--- src/rtl/updown_count_sequencer.sv ---
// Command-driven up/down counter sequencer: optional 1-cycle load, then one step per RUN cycle, 1-cycle DONE pulse.
// cmd_ready is high only in IDLE; commands offered while busy are not queued and simply wait for IDLE.
module updown_count_sequencer #(
   parameter int WIDTH  = 3,
   parameter int STEP_W = 8
) (
   input  logic              clk,
   input  logic              rst,
   input  logic              cmd_valid,
   output logic              cmd_ready,
   input  logic              cmd_dir,
   input  logic [STEP_W-1:0] cmd_steps,
   input  logic              cmd_sat,
   input  logic              cmd_load,
   input  logic [WIDTH-1:0]  cmd_load_val,
   input  logic              pause,
   input  logic              abort,
   output logic [WIDTH-1:0]  q,
   output logic              busy,
   output logic              done,
   output logic              sat_hit,
   output logic              aborted,
   output logic [STEP_W-1:0] steps_left
);

   typedef enum logic [2:0] {IDLE, LOAD, RUN, PAUSE, DONE} state_t;

   state_t             state, state_nx;
   logic               dir, dir_nx;
   logic               sat, sat_nx;
   logic [WIDTH-1:0]   load_val, load_val_nx;
   logic [WIDTH-1:0]   q_nx, q_step;
   logic [STEP_W-1:0]  steps_left_nx;
   logic               sat_hit_nx, aborted_nx;
   logic               at_bound;

   assign cmd_ready = (state == IDLE);
   assign busy      = (state != IDLE);
   assign done      = (state == DONE);

   // Bound depends on direction: max when counting up, zero when counting down.
   assign at_bound = dir ? (q == {WIDTH{1'b1}}) : (q == {WIDTH{1'b0}});
   assign q_step   = dir ? (q + WIDTH'(1)) : (q - WIDTH'(1));

   always_comb begin
      state_nx      = state;
      dir_nx        = dir;
      sat_nx        = sat;
      load_val_nx   = load_val;
      q_nx          = q;
      steps_left_nx = steps_left;
      sat_hit_nx    = sat_hit;
      aborted_nx    = aborted;
      case (state)
         IDLE: begin
            if (cmd_valid) begin
               dir_nx        = cmd_dir;
               sat_nx        = cmd_sat;
               load_val_nx   = cmd_load_val;
               steps_left_nx = cmd_steps;
               sat_hit_nx    = 1'b0;
               aborted_nx    = 1'b0;
               if (cmd_load)                    state_nx = LOAD;
               else if (cmd_steps == '0)        state_nx = DONE;
               else                             state_nx = RUN;
            end
         end
         LOAD: begin
            if (abort) begin
               aborted_nx = 1'b1;
               state_nx   = DONE;
            end else begin
               q_nx     = load_val;
               state_nx = (steps_left == '0) ? DONE : RUN;
            end
         end
         RUN: begin
            if (abort) begin
               aborted_nx = 1'b1;
               state_nx   = DONE;
            end else if (pause) begin
               state_nx = PAUSE;
            end else begin
               // A blocked saturating step still consumes its count.
               steps_left_nx = steps_left - STEP_W'(1);
               if (sat && at_bound) sat_hit_nx = 1'b1;
               else                 q_nx       = q_step;
               if (steps_left == STEP_W'(1)) state_nx = DONE;
            end
         end
         PAUSE: begin
            if (abort) begin
               aborted_nx = 1'b1;
               state_nx   = DONE;
            end else if (!pause) begin
               state_nx = RUN;
            end
         end
         DONE:    state_nx = IDLE;
         default: state_nx = IDLE;
      endcase
   end

   always_ff @(posedge clk or negedge rst) begin
      if (!rst) begin
         state      <= IDLE;
         dir        <= 1'b0;
         sat        <= 1'b0;
         load_val   <= '0;
         q          <= '0;
         steps_left <= '0;
         sat_hit    <= 1'b0;
         aborted    <= 1'b0;
      end else begin
         state      <= state_nx;
         dir        <= dir_nx;
         sat        <= sat_nx;
         load_val   <= load_val_nx;
         q          <= q_nx;
         steps_left <= steps_left_nx;
         sat_hit    <= sat_hit_nx;
         aborted    <= aborted_nx;
      end
   end

endmodule

--- config.mk ---
export PLATFORM = sky130hd
export DESIGN_NAME = updown_count_sequencer
export DESIGN_NICKNAME = d
export VERILOG_FILES = /design/src/rtl/updown_count_sequencer.sv
export SDC_FILE = /design/constraint.sdc
export NUM_CORES = 1
export LEC_CHECK = 0
export CAP_MARGIN = 20
export CORE_MARGIN = 8
export CORE_UTILIZATION = 48
export DETAILED_ROUTE_END_ITERATION = 8
export PLACE_DENSITY = 0.87
export SYNTH_ARGS = -nofsm -noshare
export SYNTH_HDL_FRONTEND = slang
export SYNTH_SLANG_ARGS = --single-unit
--- constraint.sdc ---
create_clock -name clk -period 2.5 [get_ports clk]
set_clock_uncertainty 0.05 [all_clocks]
set_input_delay 0.5 -clock clk [delete_from_list [all_inputs] [get_ports clk]]
set_output_delay 0.5 -clock clk [all_outputs]
set_load 0.1 [all_outputs]
==> results of run 1 <==
[synth_stat cells (all sizes together), types with 2 or more instances]
cell and number:
nand2b 2, o21ai 17, a21oi 14, nand2 9, mux2 4, nor3 7
and3 2, or3b 2, nor3b 3, o211ai 2, a31oi 2, nor2 21
or3 2, ha 2, dfrtp 21, a22oi 2, nor4 6, buf 5
inv 7
[logic make-up (layout without fill, tap and decap cells)]
group / Yosys count / after routing / share of synthesized area
fa+ha+maj: 3 / 3 / 0.03435
simple gates: 61 / 61 / 0.2586
mux: 5 / 5 / 0.04198
compound gates: 43 / 43 / 0.2042
buf+inv: 13 / 48 / 0.05344
flops: 21 / 21 / 0.4008
xor+xnor: 1 / 1 / 0.006681
[critical path, cell delays in order (launching register included)]
cell and delay [ns]:
dfrtp_1 0.55, or3_1 0.54, inv_1 0.16, buf_12 0.18
[per-layer routing]
metal,up-vias,global-route usage,share of wire
li1,608,-,-
met1,608,0.1699,0.38
met2,54,0.2978,0.54
met3,6,0.03110,0.062
met4,0,0.04859,0.0089
met5,-,0,0
[layout make-up]
| type | count | area (um2) | share of cell area |
|---|---|---|---|
| clock buffers | 4 | 26.28 | 0.01548 |
| inverters | 7 | 26.28 | 0.01548 |
| multi-input cells | 113 | 720.7 | 0.4245 |
| flip-flops and latches | 21 | 525.5 | 0.3095 |
| well taps | 31 | 38.79 | 0.02284 |
| repair buffers | 37 | 360.3 | 0.2122 |
[sequential cells by signal, indices dropped and copies added (netlist names)]
register	count
q	3
sat	1
load_val	3
state	3
sat_hit	1
aborted	1
steps_left	8
dir	1
[stage by stage]
step | std cells | area (um2) | hold slack [ns]
floorplan | 147 | 1316 | 0.1544
global placement | 209 | 1672 | 0.4180
detailed placement | 209 | 1672 | 0.4333
CTS | 213 | 1698 | 0.4610
global route | 213 | 1698 | 0.4744
finish | 213 | 1698 | 0.4568
[worst min-delay path by stage]
stage,end,slack [ns]
after floorplan,aborted,0.15
after global placement,load_val[2],0.42
after detailed placement,load_val[1],0.43
after CTS,load_val[1],0.46
after global routing,load_val[2],0.47
final,dir,0.46
==> impl_metrics.tcl, run 1 <==
set metrics [dict create \
    root_buffer "clkbuf_4" \
    grt_overflow 0 \
    syn_nets 169 \
    utilization 0.6320 \
    port_buffers 34 \
    io_pins 35 \
    worstPathMaxFanout 11 \
    rrSetupSlack_ns 0.35 \
    post-place-ws_ns 0.1833 \
    required_ns 1.95 \
    netlist_instances 147 \
    cts_tree "done" \
    post-dp-hpwl_mm 2.627 \
    vias 1276 \
    r2r-start "state[2]" \
    worstSetupEndpointType "primary output" \
    finalCritPeriodShare 0.9250 \
    min_period_ns 2.313 \
    syn_area_per_cell_um2 8.920 \
    ys_seq_elements 21 \
    cts_resized 0 \
    n_antenna_cell 0 \
    hp-class "in2async" \
    yosysTopAreaCell "dfrtp_1" \
    fillCellCount 221 \
    ys.flop_type "dfrtp_1" \
    layout.cells.most_common "dfrtp_1" \
    fmax_ghz 0.4324 \
    timing.setup.tns_ns 0 \
    synth_area_leaders "dfrtp_1 (40%), nor2_1 (5.4%), a21oi_1 (5.3%)" \
    cp-start-kind "register" \
    layout-drive-gt1-share 0.1593 \
    rsz0062_at_grt "no" \
    hold_viol 0 \
    fp-row-count 19 \
    critPathArrivalTime_ns 1.76 \
    reg2regPathDepth 5 \
    die-area_mm2 0.004660 \
    setup_viol 0 \
    path_class "reg2out" \
    ys.warnings.count 0 \
    coreArea_mm2 0.002686 \
    routabilityCongestion 0.8781 \
    htree_num_levels 1 \
    final_cell_mix "dfrtp_1 (21), nor2_1 (19), clkdlybuf4s50_1 (18)" \
    start_util 0.4881 \
    drtAntennaViolNets 0 \
    status "complete, no violations" \
    finalWorstSetupSlack_ns 0.1874 \
    die_h_um 68.27 \
    cts_inserted_buffers 3 \
    maxSlewHeadroom 0.5310 \
    drt-wirelength-per-cell_um 15.87 \
    antenna_found_initial 0 \
    clk_latency_ns 0.32 \
    grt_pass1_vias 1287 \
    crit_start "state[2]" \
    synth_cell_type_count 43 \
    drv_slew 0 \
    async_reset_ff_frac 1.000 \
    syn_to_final_growth_pct 29.48 \
    dr.pass1.iters 4 \
    critPathCapture "cmd_ready" \
    grt_max_degree 22 \
    syn-cell-area_mm2 0.001311 \
    cts.clk_slew.worst_paths_ns 0.13 \
    drt_iter0_markers 77 \
    clock_path_buffers 2 \
    finalWirelength_mm 3.381 \
    cts_num_sinks 21 \
    drc_errors 0 \
    die_w_um 68.27 \
    seq_area_frac_synth 0.4008 \
    holdBufCountCts 0 \
    track_usage 0.1571 \
    post_cts.repair.setup_buffers 0 \
    grt_pass1_wl_mm 5.720 \
    synth_edf_count 0 \
    drv_cap 0 \
    r2r_end "steps_left[0]" \
    vias_per_cell 5.991 \
    synth_top_area_frac 0.4008 \
    fin_nets 205 \
    tightest_slew_ns 0.7014 \
]
Power of run 1 is not shown: default switching activity piles up to over one toggle a cycle in this logic, so the estimate is an artifact.
==> run 2: changes to the inputs <==
--- a/config.mk
+++ b/config.mk
@@ -10,6 +10,7 @@
 export CORE_UTILIZATION = 48
 export DETAILED_ROUTE_END_ITERATION = 8
 export PLACE_DENSITY = 0.87
+export REMOVE_ABC_BUFFERS = 1
 export SYNTH_ARGS = -nofsm -noshare
 export SYNTH_HDL_FRONTEND = slang
 export SYNTH_SLANG_ARGS = --single-unit
==> run 2 against run 1 <==
First-iteration DRC count down 39%. Worst hold slack about the same. Register-to-register slack improved by 0.03 ns. Largest cell class unchanged.
==> impl_metrics.tcl, run 2 (synthesis gave the netlist of run 1 again) <==
set metrics [dict create \
    cts_inserted_buffers 3 \
    routabilityCongestion 0.8664 \
    n_antenna_cell 0 \
    root_buffer "clkbuf_4" \
    clock_path_buffers 2 \
    antenna_found_initial 0 \
    cts_tree "done" \
    critPathArrivalTime_ns 1.75 \
    htree_num_levels 1 \
    layout-drive-gt1-share 0.1593 \
    cp-start-kind "register" \
    drtAntennaViolNets 0 \
    instances_no_fill 213 \
    r2r_end "steps_left[0]" \
    status "complete, no violations" \
    layout.cells.most_common "dfrtp_1" \
    grt_pass1_vias 1209 \
    die_w_um 68.27 \
    holdBufCountCts 0 \
    fmax_ghz 0.4347 \
    crit_start "state[2]" \
    cts_resized 0 \
    die_h_um 68.27 \
    maxSlewHeadroom 0.5384 \
    required_ns 1.95 \
    cp_slowest_cell "dfrtp_1" \
    crit_cells 3 \
    vias_per_cell 5.915 \
    finalCritPeriodShare 0.9202 \
    fp-row-count 19 \
    worstPathMaxFanout 11 \
    rsz0062_at_grt "no" \
    path_buf_inv 2 \
    cp_cell_sequence "or3_1 > inv_1 > buf_12" \
    slowest_delay_ns 0.54 \
    reg2regPathDepth 5 \
    post_cts.repair.setup_buffers 0 \
    setup_viol 0 \
    drt_iter0_markers 47 \
    path_class "reg2out" \
    syn_to_final_growth_pct 29.20 \
    port_buffers 34 \
    io_pins 35 \
    drv_cap 0 \
    regMostFlops "steps_left" \
    track_usage 0.1503 \
    final_cell_mix "dfrtp_1 (21), nor2_1 (19), clkdlybuf4s50_1 (18)" \
    rrSetupSlack_ns 0.38 \
    coreArea_mm2 0.002686 \
    r2r-start "state[2]" \
    cts.clk_slew.worst_paths_ns 0.13 \
    hp-class "in2async" \
    grt_pass1_wl_mm 5.457 \
    finalWirelength_mm 3.238 \
    clk_latency_ns 0.31 \
    dp_cells 209 \
    drc_errors 0 \
    cts_num_sinks 21 \
    grt_max_degree 22 \
    grt_overflow 0 \
    worstSetupEndpointType "primary output" \
    hold_viol 0 \
    fin_nets 205 \
    post-dp-hpwl_mm 2.546 \
    largest_reg_flops 8 \
    critPathCapture "cmd_ready" \
    start_util 0.4881 \
    path_delay_family "flip-flops" \
    tightest_slew_ns 0.6904 \
    drv_slew 0 \
    die-area_mm2 0.004660 \
    drt-wirelength-per-cell_um 15.20 \
    vias 1260 \
    dr.pass1.iters 4 \
    min_period_ns 2.300 \
]
run 2: how the worst min path moves through the flow:
| stage | from | slack (ns) | endpoint |
|---|---|---|---|
| after global placement | load_val[2] | 0.42 | load_val[2] |
| after detailed placement | load_val[2] | 0.44 | load_val[2] |
| after floorplan | rst | 0.15 | aborted |
| after global routing | rst | 0.49 | steps_left[1] |
| final | rst | 0.46 | load_val[1] |
| after CTS | load_val[2] | 0.46 | load_val[2] |
run 2: final cells by class:
class | count | area (um2)
fillers | 229 | 992.2
multi-input cells | 113 | 715.7
flip-flops and latches | 21 | 525.5
repair buffers | 37 | 360.3
well taps | 31 | 38.79
inverters | 7 | 26.28
clock buffers | 3 | 22.52
clock inverters | 1 | 5.005
run 2: per-layer routing:
metal	track usage	share of wire	wire, um
met1	0.1787	0.39	1269
met2	0.2638	0.55	1777
met3	0.02946	0.050	161
met4	0.05115	0.0090	29
met5	0	0	0
run 2: per-stage QoR:
| stage | util | area (um2) | hold slack [ns] | setup TNS, ns | worst slack (ns) |
|---|---|---|---|---|---|
| final | 0.6306 | 1694 | 0.4565 | 0 | 0.1996 |
| after global routing | 0.6306 | 1694 | 0.4858 | 0 | 0.1234 |
| after CTS | 0.6306 | 1694 | 0.4649 | 0 | 0.1918 |
| after detailed placement | 0.6204 | 1667 | 0.4375 | 0 | 0.2033 |
| after global placement | 0.6204 | 1667 | 0.4234 | 0 | 0.2892 |
| after floorplan | - | 1267 | 0.1544 | -0.9241 | -0.7242 |
run 2: worst reg2reg max path: stages, from the launching register on:
cell and delay [ns]:
dfrtp_1 0.61, or3_1 0.40, nor2_8 0.09, nor2_2 0.53, mux2i_1 0.25, o21ai_1 0.08
Power of run 2 is left out for the same reason.
